--- src/rtl/display_pkg.sv ---
// Shared types and default timing constants for the display scan blocks.
package display_pkg;

  typedef enum logic [1:0] {
    IDLE,
    BLANK,
    ON
  } scan_state_t;

  localparam int DEF_PRESCALE     = 50000;
  localparam int DEF_BLANK_CYCLES = 16;
  localparam int DEF_PWM_W        = 4;

endpackage

--- src/rtl/digit_rr_select.sv ---
// Rotating-priority finder: first set mask bit at or after cur
// (include_cur=1) or strictly after cur, wrapping back to cur last.
module digit_rr_select #(
  parameter int N = 4,
  localparam int SEL_W = $clog2(N)
) (
  input  logic [N-1:0]     mask,
  input  logic [SEL_W-1:0] cur,
  input  logic             include_cur,
  output logic [SEL_W-1:0] nxt,
  output logic             valid
);

  // Descending scan so the nearest candidate is the last one written.
  always_comb begin
    nxt   = cur;
    valid = 1'b0;
    for (int i = N - 1; i >= 0; i--) begin
      int sum;
      logic [SEL_W-1:0] idx;
      sum = int'(cur) + i + (include_cur ? 0 : 1);
      if (sum >= N) sum = sum - N;
      idx = SEL_W'(sum);
      if (mask[idx]) begin
        nxt   = idx;
        valid = 1'b1;
      end
    end
  end

endmodule

--- src/rtl/display_scan_ctrl.sv ---
// Multiplexed seven-segment scan controller with skip mask,
// anti-ghosting blank interval and PWM brightness.
module display_scan_ctrl
  import display_pkg::*;
#(
  parameter int NUM_DIGITS   = 4,
  parameter int PRESCALE     = DEF_PRESCALE,
  parameter int BLANK_CYCLES = DEF_BLANK_CYCLES,
  parameter int PWM_W        = DEF_PWM_W,
  localparam int SEL_W = $clog2(NUM_DIGITS)
) (
  input  logic                  clk,
  input  logic                  rst,
  input  logic                  en,
  input  logic [NUM_DIGITS-1:0] digit_mask,
  input  logic [PWM_W-1:0]      brightness,
  output logic [NUM_DIGITS-1:0] an,
  output logic [SEL_W-1:0]      dsp_sel,
  output logic                  slot_start
);

  localparam int PRE_W = $clog2(PRESCALE);
  localparam logic [PRE_W-1:0] BLANK_LAST =
    PRE_W'(BLANK_CYCLES - 1);
  localparam logic [PRE_W-1:0] SLOT_LAST =
    PRE_W'(PRESCALE - 1);

  scan_state_t state, state_nxt;

  logic [PRE_W-1:0]      pre_cnt, pre_nxt;
  logic [PWM_W-1:0]      pwm_cnt, pwm_nxt;
  logic [SEL_W-1:0]      sel_nxt;
  logic                  start_nxt;
  logic [NUM_DIGITS-1:0] an_nxt;

  logic [SEL_W-1:0] rr_cur;
  logic [SEL_W-1:0] rr_idx;
  logic             rr_incl;
  logic             rr_valid;

  // Leaving IDLE searches from digit 0 inclusive; slot ends search past dsp_sel.
  assign rr_incl = (state == IDLE);
  assign rr_cur  = rr_incl ? '0 : dsp_sel;

  digit_rr_select #(
    .N(NUM_DIGITS)
  ) u_rr (
    .mask        (digit_mask),
    .cur         (rr_cur),
    .include_cur (rr_incl),
    .nxt         (rr_idx),
    .valid       (rr_valid)
  );

  always_ff @(posedge clk or posedge rst) begin
    if (rst) state <= IDLE;
    else     state <= state_nxt;
  end

  always_comb begin
    state_nxt = state;
    pre_nxt   = pre_cnt;
    pwm_nxt   = pwm_cnt;
    sel_nxt   = dsp_sel;
    start_nxt = 1'b0;
    if (!en) begin
      state_nxt = IDLE;
      pre_nxt   = '0;
      pwm_nxt   = '0;
    end else begin
      unique case (state)
        IDLE: begin
          state_nxt = BLANK;
          pre_nxt   = '0;
          pwm_nxt   = '0;
          start_nxt = 1'b1;
          if (rr_valid) sel_nxt = rr_idx;
        end
        BLANK: begin
          pre_nxt = pre_cnt + PRE_W'(1);
          if (pre_cnt == BLANK_LAST) state_nxt = ON;
        end
        ON: begin
          if (pre_cnt == SLOT_LAST) begin
            state_nxt = BLANK;
            pre_nxt   = '0;
            pwm_nxt   = '0;
            start_nxt = 1'b1;
            if (rr_valid) sel_nxt = rr_idx;
          end else begin
            pre_nxt = pre_cnt + PRE_W'(1);
            pwm_nxt = pwm_cnt + PWM_W'(1);
          end
        end
        default: state_nxt = IDLE;
      endcase
    end
  end

  // Anodes are computed from next-state values so they stay registered.
  always_comb begin
    an_nxt = '1;
    if (state_nxt == ON && digit_mask[sel_nxt] &&
        (brightness == '1 || pwm_nxt < brightness))
      an_nxt[sel_nxt] = 1'b0;
  end

  always_ff @(posedge clk or posedge rst) begin
    if (rst) begin
      pre_cnt    <= '0;
      pwm_cnt    <= '0;
      dsp_sel    <= '0;
      an         <= '1;
      slot_start <= 1'b0;
    end else begin
      pre_cnt    <= pre_nxt;
      pwm_cnt    <= pwm_nxt;
      dsp_sel    <= sel_nxt;
      an         <= an_nxt;
      slot_start <= start_nxt;
    end
  end

endmodule

--- config.mk ---
export PLATFORM = sky130hd
export DESIGN_NAME = display_scan_ctrl
export DESIGN_NICKNAME = d
export VERILOG_FILES = /design/src/rtl/display_pkg.sv /design/src/rtl/digit_rr_select.sv /design/src/rtl/display_scan_ctrl.sv
export SDC_FILE = /design/constraint.sdc
export NUM_CORES = 1
export LEC_CHECK = 0
export BUFFER_PORTS_ARGS = -buffer_cell sky130_fd_sc_hd__buf_2
export CAP_MARGIN = 20
export CORE_MARGIN = 8
export CORE_UTILIZATION = 55
export CTS_BUF_LIST = sky130_fd_sc_hd__clkbuf_16
export DETAILED_ROUTE_END_ITERATION = 10
export GPL_TIMING_DRIVEN = 0
export HOLD_SLACK_MARGIN = 0.08
export PLACE_DENSITY = 0.78
export SYNTH_ARGS = -nofsm -noshare
export SYNTH_HDL_FRONTEND = slang
export SYNTH_SLANG_ARGS = --single-unit
--- constraint.sdc ---
create_clock -name clk -period 4.33 [get_ports clk]
set_input_delay 0.866 -clock clk [delete_from_list [all_inputs] [get_ports clk]]
set_output_delay 0.866 -clock clk [all_outputs]
set_load 0.02 [all_outputs]
# [After elaboration in Yosys (flattened, before gate mapping)]
# Index checks and enable logic that the tools add are counted.
[totals] ff_bits=29 in_bits=11 output_inout_bits=7 word_cells=87
[op_classes] n_addsub=13 order_cmp=11 eq_ne=7 n_mux=44 bitwise_logic=1 n_reduce_logical=5
[op_table] cell=">= comparator 32 x 4 -> 1 bit (second input constant)" n=4
[op_table] cell="case mux 16 bit (3 select lines)" n=1
[op_table] cell="two-way mux 16 bit" n=2
[op_table] cell="two-way mux 2 bit" n=15
[op_table] cell="adder 16 x 1 -> 16 bit (second input constant)" n=1
[op_table] cell="equality test 16 bit (second input constant)" n=1
[op_table] cell="equality test 16 x 4 -> 1 bit (second input constant)" n=1
[op_table] cell="less-than comparator 2 x 3 -> 1 bit (second input constant)" n=5
[op_table] cell="two-way mux 1 bit" n=13
[op_table] cell="adder 3 x 1 -> 4 bit" n=3
[op_table] cell="two-way mux 4 bit" n=3
[op_table] cell="binary-select mux 1 bit (select 2 bit)" n=5
[op_table] cell="case mux 4 bit (2 select lines)" n=1
[op_table] cell="subtractor 2 x 1 -> 2 bit (second input constant)" n=4
[op_table] cell="adder 2 x 2 -> 3 bit (second input constant)" n=2
[op_table] cell="case mux 2 bit (3 select lines)" n=1
[op_table] cell="adder 4 x 1 -> 4 bit (second input constant)" n=1
[op_table] cell="equality test 2 bit (second input constant)" n=2
[op_table] cell="equality test 4 bit (second input constant)" n=1
[op_table] cell="less-than comparator 4 bit" n=1
[op_table] cell="inequality test 4 x 1 -> 1 bit (second input constant)" n=1
[op_table] cell="NOT 4 bit" n=1
[op_table] cell="case mux 2 bit (2 select lines)" n=1
[op_table] cell="adder 2 x 1 -> 3 bit" n=1
[op_table] cell="other kinds (8)" n=10

# [Logic depth before layout (Yosys ltp)]
# Gate-level depths: netlist of the first run.
[logic_depth] depth_word=22 mapped_depth=17 ltp_nobuf=16

# [Cells and area by module]
# From an unflattened synthesis of the first run, not the netlist that was laid out.
[hier_totals] cells_unflattened=219 hier_area_um2=2011.9
[by_module_without_submodules] module="display_scan_ctrl" n_inst=1 cells_per_inst=174 area_per_inst_um2=1666.6
[by_module_without_submodules] module="digit_rr_select" n_inst=1 cells_per_inst=45 area_per_inst_um2=345.3

# [Least setup slack after synthesis of the first run]
# No wires, ideal clock.
[synth_path] path_kind="flip-flop to flip-flop" startpoint="reg pre_cnt[0]" endpoint="reg an[0]" setup_time_ps=101 t_arrival_ps=2639 required_time_ps=4229 slack_ps=1591 path_stages_with_launch=17 period_less_slack_ps=2739 cell_sequence="dfrtp_1 -> ha_1 -> and4_1 -> and4_1 -> buf_6 -> nand2b_4 -> nor2_1 -> o21ai_0 -> o21ai_0 -> and2_1 -> ha_1 -> o21a_1 -> o211ai_1 -> a21oi_1 -> nor3b_2 -> nor2b_2 -> o2111ai_1"
[synth_between] elab_cells_between_ends=26
[synth_lines] item="from (decl)" line_no="display_scan_ctrl.sv:30" rtl="logic [PRE_W-1:0] pre_cnt, pre_nxt;"
[synth_lines] item="from (signal assigned)" line_no="display_scan_ctrl.sv:116" rtl="pre_cnt <= pre_nxt;"
[synth_lines] item="equality test 16 bit" line_no="display_scan_ctrl.sv:84" rtl="if (pre_cnt == SLOT_LAST) begin"
[synth_lines] item="two-way mux 4 bit" line_no="display_scan_ctrl.sv:84"
[synth_lines] item="case mux 4 bit (2 select lines)" line_no="display_scan_ctrl.sv:71" rtl="unique case (state)"
[synth_lines] item="two-way mux 4 bit" line_no="display_scan_ctrl.sv:66" rtl="if (!en) begin"
[synth_lines] item="net pwm_nxt[2]" line_no="display_scan_ctrl.sv:31" rtl="logic [PWM_W-1:0] pwm_cnt, pwm_nxt;"
[synth_lines] item="less-than comparator 4 bit" line_no="display_scan_ctrl.sv:104" rtl="(brightness == '1 || pwm_nxt < brightness))"
[synth_lines] item="logical OR 1 bit" line_no="display_scan_ctrl.sv:104"
[synth_lines] item="logical AND 1 bit" line_no="display_scan_ctrl.sv:103" rtl="if (state_nxt == ON && digit_mask[sel_nxt] &&"
[synth_lines] item="two-way mux 4 bit" line_no="display_scan_ctrl.sv:103"
[synth_lines] item="net an_nxt[0]" line_no="display_scan_ctrl.sv:34" rtl="logic [NUM_DIGITS-1:0] an_nxt;"
[synth_lines] item="to (signal assigned)" line_no="display_scan_ctrl.sv:119" rtl="an <= an_nxt;"
[synth_lines] item="to (decl)" line_no="display_scan_ctrl.sv:17" rtl="output logic [NUM_DIGITS-1:0] an,"
# The timed path passes the listed nets, and every way through them passes these cells. The select of a mux whose other input is x is not followed.
# A chain may end at the register's enable or synchronous reset.

# [Final worst setup path of the first run]
# Same ends and word-level chain as after synthesis.

==> results_dict.tcl, run 1 <==
set metrics [dict create \
    synth-async-reset-ratio_pct 100 \
    grt_pass1_wl_mm 8.78 \
    cp_max_fo 7 \
    fin_util_pct 66.3 \
    synth_warnings 0 \
    placementRows 22 \
    switching_share_pct 27.7 \
    grt_busiest_layer "met1" \
    final_cell_mix "o21ai_0 (28), dfrtp_1 (25), buf_2 (24)" \
    synth_fp_nets 274 \
    track_usage_pct 17.3 \
    fmax_ghz 0.315 \
    cap_viol_max_count 0 \
    antenna_cells 0 \
    post_cts_buffers 0 \
    status "completed" \
    clock_skew_ps 3.37 \
    met2_usage_pct 24.1 \
    crit_required_ps 4500 \
    antenna_found_initial 0 \
    synth_top_area_share_pct 29.1 \
    powerDensity_nw_per_um2 301 \
    netlist_top_cells_area "dfrtp_1 (29%), o21ai_0 (6.5%), ha_1 (5.8%)" \
    grt_max_degree 22 \
    die_area_sq_um 6170 \
    fin_nets 299 \
    met3_usage_pct 4.90 \
    cellLeakagePower_uw 0.00107 \
    cts-root-buf "clkbuf_16" \
    hpwl_mm 3.58 \
    relSlewSlack_pct 59.1 \
    synth_cells 253 \
    die_w_um 78.6 \
    synth_edf_count 0 \
    switchingPower_uw 206 \
    drive_above_1_share_pct 17.2 \
    endpoint_kind "register" \
    portBuffers 17 \
    postRouteAntennaNets 0 \
    netlist_area_sq_um 2150 \
    final_common_cell "o21ai_0" \
    ys_seq_area_share_pct 33.9 \
    min_period_ps 3180 \
    rsz0062_at_grt "false" \
    cts_made_buffers 5 \
    start_util_pct 57.9 \
    period_share_pct 73.4 \
    drt_iter0_markers 180 \
    area_growth_pct 14.4 \
    fin_setup_tns_ps 0 \
    avgSynthCellArea_sq_um 8.51 \
    placeableCoreArea_sq_um 3720 \
    grt-ovfl-total 0 \
    routedWlPerCell_um 15.2 \
    seq_power_share_pct 38.4 \
    drc 0 \
    drv_slew 0 \
    ys_types 57 \
    io_pins 18 \
    power_frac_clock_pct 43.3 \
    hold_buffers 0 \
    vdd_drop_max_v 0.000242 \
    clk_pin_slew_ps 50 \
    critical_path_class "register to register" \
    cts_tree "yes" \
    clockBufferDepth 2 \
    hp-class "register to register" \
    gp_congestion 0.884 \
    die_h_um 78.6 \
    combPwrFrac_pct 18.3 \
    grt_pass1_vias 1844 \
    synth_top_area_cell "dfrtp_1" \
    firstDrtPassIters 4 \
    cts_resized 0 \
    intPower_uw 537 \
    h-tree-depth 2 \
    crit_arrival_ps 3350 \
    wirelength_mm 4.98 \
    vias_per_cell 6.02 \
    ys.flop_type "dfrtp_1" \
    worst_pin_slew_ps 609 \
    n_fill_cell 340 \
    met1_usage_pct 24.5 \
    startpoint_type "register" \
    numClockSinks 29 \
    clk_latency_ps 280 \
    setup_violations 0 \
    report.final.hold_viol_count 0 \
    synth-seq-cells 29 \
    via_count 1970 \
]
[layer usage]
layer | share of wire (%) | vias up
li1 | - | 974
met1 | 49 | 914
met2 | 43 | 72
met3 | 7.2 | 10
met4 | 1.3 | 0
met5 | 0 | -
[critical path, cell delays in order, from the launching register on]
cell       delay, ps
dfrtp_1          380
ha_1             250
and4_1           200
and4_1           220
buf_6            140
nand2b_4         150
nor2_1            40
o21ai_0          120
o21ai_0          100
and2_1           190
ha_1             280
o21a_1           110
o211ai_1         150
a21oi_1           80
nor3b_2          290
nor2b_2          230
o2111ai_1        140
[power by group through the flow]
stage,combinational [uW],sequential [uW],clock (uW)
final,136,285,322
after global routing,153,286,343
after CTS,134,285,325
after detailed placement,133,289,0
after global placement,130,289,0
after floorplan,93.3,292,0
[synthesized netlist by cell type, types with 2 or more instances]
cell type	n
o21ai_0	28
a21oi_1	11
nand3_1	7
nand4_1	4
or3b_2	2
nand3b_1	3
o31ai_1	3
inv_1	13
ha_1	10
clkbuf_1	5
nor2b_1	7
a22o_1	2
o21ai_1	2
o211ai_1	2
nor4_1	3
and4_1	3
dfrtp_1	25
a31oi_1	5
and3_1	8
buf_2	7
nor2b_2	2
nor3_1	2
o22ai_1	2
o21ai_2	2
nand2b_1	8
nor2_1	18
a221o_1	2
xor2_1	2
nand2_1	20
o41ai_1	3
mux2i_1	4
o2111ai_1	3
xnor2_1	3
dfstp_2	4
a21o_1	2
and2_1	5
[state kept, by name (all words and copies together) (netlist names)]
| name | count |
|---|---|
| slot_start | 1 |
| pre_cnt | 16 |
| an | 4 |
| state | 2 |
| dsp_sel | 2 |
| pwm_cnt | 4 |
[final timing paths]
check | from | end | slack, ps | cells past startpoint
min in group asynchronous | rst | pre_cnt[14]$_DFFE_PP0P_ | 580 | 2
max reg2reg | pre_cnt[0]$_DFFE_PP0P_ | an[0]$_DFF_PP1_ | 1150 | 16
min reg2reg | pre_cnt[1]$_DFFE_PP0P_ | pre_cnt[1]$_DFFE_PP0P_ | 520 | 2
min | pre_cnt[1]$_DFFE_PP0P_ | pre_cnt[1]$_DFFE_PP0P_ | 520 | 2
max in group asynchronous | rst | an[0]$_DFF_PP1_ | 3220 | 3
max | pre_cnt[0]$_DFFE_PP0P_ | an[0]$_DFF_PP1_ | 1150 | 16
[cell type report]
| cell class | count | area, sq um | area share, % |
|---|---|---|---|
| multi-input combinational | 197 | 1300 | 52.8 |
| sequential | 29 | 731 | 29.7 |
| clock buffer | 5 | 125 | 5.08 |
| timing repair buffer | 18 | 113 | 4.57 |
| buffer | 14 | 72.6 | 2.95 |
| tap | 48 | 60.1 | 2.44 |
| inverter | 13 | 48.8 | 1.98 |
| clock inverter | 3 | 12.5 | 0.508 |
[kinds of logic (layout without fill, tap and decap cells)]
family	Yosys count	in the layout	share of synthesized area, %
AO/OA/AOI/OAI	78	78	24.1
adder cells (fa/ha/maj)	10	10	5.81
multiplexers	4	4	1.86
XOR/XNOR	5	5	2.03
flip-flops	29	29	33.9
buffers and inverters	27	53	5.64
AND/OR/NAND/NOR	100	100	26.6
[through the flow]
stage | area (sq um) | hold slack (ps) | setup WS (ps) | total power, uW | cells
final | 2460 | 524 | 1150 | 743 | 327
after global routing | 2460 | 553 | 831 | 781 | 327
after CTS | 2460 | 528 | 1180 | 744 | 327
after detailed placement | 2330 | 517 | 1220 | 422 | 319
after global placement | 2300 | 497 | 1280 | 418 | 318
after floorplan | 2150 | 466 | 1590 | 385 | 253
Power figures use the tool's default switching activity.
==> inputs of run 2 (changes only) <==
- clock period: 4.33 -> 3.2 ns (I/O delays scaled with it)
==> run 2 against run 1 <==
Effect of this change: core utilization grew 1.4 points; setup slack lost 940 ps; die area is the same; clock power grew 34%; non-clock buffer count grew 3; cell area grew 2.2%.
==> results_dict.tcl, run 2 (synthesis results as in run 1) <==
set metrics [dict create \
    antenna_cells 0 \
    cap_viol_max_count 0 \
    grt-ovfl-total 0 \
    crit_required_ps 3370 \
    hp-class "primary input to async pin" \
    drt_iter0_markers 178 \
    holdWs_ps 354 \
    drc 0 \
    grt_pass1_wl_mm 8.78 \
    vias_per_cell 6.00 \
    h-tree-depth 2 \
    setup_violations 0 \
    numClockSinks 29 \
    powerDensity_nw_per_um2 400 \
    crit_arrival_ps 3160 \
    endpoint_kind "register" \
    final_area_sq_um 2520 \
    drv_slew 0 \
    critical_path_class "register to register" \
    period_share_pct 93.2 \
    firstDrtPassIters 4 \
    cp_max_fo 6 \
    fin_nets 302 \
    gp_congestion 0.884 \
    clock_skew_ps 2.86 \
    via_count 1979 \
    report.final.hold_viol_count 0 \
    min_period_ps 2980 \
    dp.cells 319 \
    fin_util_pct 67.7 \
    drive_above_1_share_pct 20.2 \
    status "completed" \
    placementRows 22 \
    io_pins 18 \
    startpoint_type "register" \
    wirelength_mm 5.10 \
    postRouteAntennaNets 0 \
    cts_tree "yes" \
    cts_made_buffers 5 \
    routedWlPerCell_um 15.4 \
    layoutNonFillerInstCount 330 \
    die_area_sq_um 6170 \
    final_cell_mix "o21ai_0 (26), buf_2 (24), dfrtp_1 (23)" \
    largest_register "pre_cnt" \
    grt_pass1_vias 1844 \
    largest_reg_flops 16 \
    start_util_pct 57.9 \
    relSlewSlack_pct 60.2 \
    track_usage_pct 17.3 \
    dp_slack_ps 89.3 \
    worst_pin_slew_ps 591 \
    clockBufferDepth 2 \
    fmax_ghz 0.335 \
    vdd_drop_max_v 0.000329 \
    final_common_cell "o21ai_0" \
    cts-root-buf "clkbuf_16" \
    portBuffers 17 \
    placeableCoreArea_sq_um 3720 \
    antenna_found_initial 0 \
    clk_pin_slew_ps 50 \
    cellLeakagePower_uw 0.00108 \
    largest_registers "pre_cnt: 16 flops, an: 4 flops, pwm_cnt: 4 flops" \
    die_h_um 78.6 \
    worst_slack_ps 217 \
    postPlaceCellArea_sq_um 2330 \
    grt_max_degree 22 \
    area_growth_pct 16.9 \
    clk_latency_ps 270 \
    hpwl_mm 3.58 \
    die_w_um 78.6 \
]
-- run 2: worst paths after layout --
| kind | startpoint | to | slack (ps) | cells after the start |
|---|---|---|---|---|
| worst max-delay path | pre_cnt[0]$_DFFE_PP0P_ | an[0]$_DFF_PP1_ | 220 | 16 |
| max in group asynchronous | rst | an[1]$_DFF_PP1_ | 2320 | 3 |
| worst min-delay path | rst | pre_cnt[14]$_DFFE_PP0P_ | 350 | 2 |
| worst min register to register | pre_cnt[10]$_DFFE_PP0P_ | pre_cnt[10]$_DFFE_PP0P_ | 540 | 1 |
| min in group clk | pre_cnt[10]$_DFFE_PP0P_ | pre_cnt[10]$_DFFE_PP0P_ | 540 | 1 |
| worst max register to register | pre_cnt[0]$_DFFE_PP0P_ | an[0]$_DFF_PP1_ | 220 | 16 |
-- run 2: what timing repair did --
action | in CTS | in global routing
buffers inserted | 0 | 3
endpoints found under the setup margin | 0 | 4
hold buffers | 0 | 0
gates resized for setup | 0 | 10
-- run 2: critical path: stages (launching register included) --
cell,delay [ps]
dfrtp_2,430
ha_4,180
and4_1,180
and4_1,210
buf_6,130
nand2b_4,150
nor2_1,90
o21ai_1,60
o21ai_1,90
and2_4,170
ha_1,220
o21a_1,110
o211ai_1,150
a21oi_1,80
nor3b_2,280
nor2b_4,220
o2111ai_2,120
-- run 2: per-layer routing --
metal	global-route usage, %	up-vias	part of all wire, %
met5	0	-	0
met4	6.67	0	0.90
met3	4.90	7	8.0
met2	24.1	77	43
met1	24.5	913	48
li1	-	982	-
-- run 2: report_power, final --
| group | switching (uW) | total (uW) | internal (uW) |
|---|---|---|---|
| logic | 115 | 188 | 72.3 |
| registers | 11.0 | 386 | 375 |
| clock network | 154 | 433 | 280 |
| total | 280 | 1010 | 727 |
-- run 2: stage by stage --
stage | total power [uW] | setup TNS (ps)
floorplan | 521 | 0
global placement | 566 | 0
detailed placement | 571 | 0
CTS | 1010 | 0
global route | 1060 | -3.13
finish | 1010 | 0
-- run 2: final cells by class --
class                           count  area (sq um)
Buffer                             14          72.6
Clock buffer                        5           125
Clock inverter                      3          12.5
Fill cell                         335          1200
Inverter                           13          48.8
Multi-Input combinational cell    197          1330
Sequential cell                    29           733
Tap cell                           48          60.1
Timing Repair Buffer               21           135
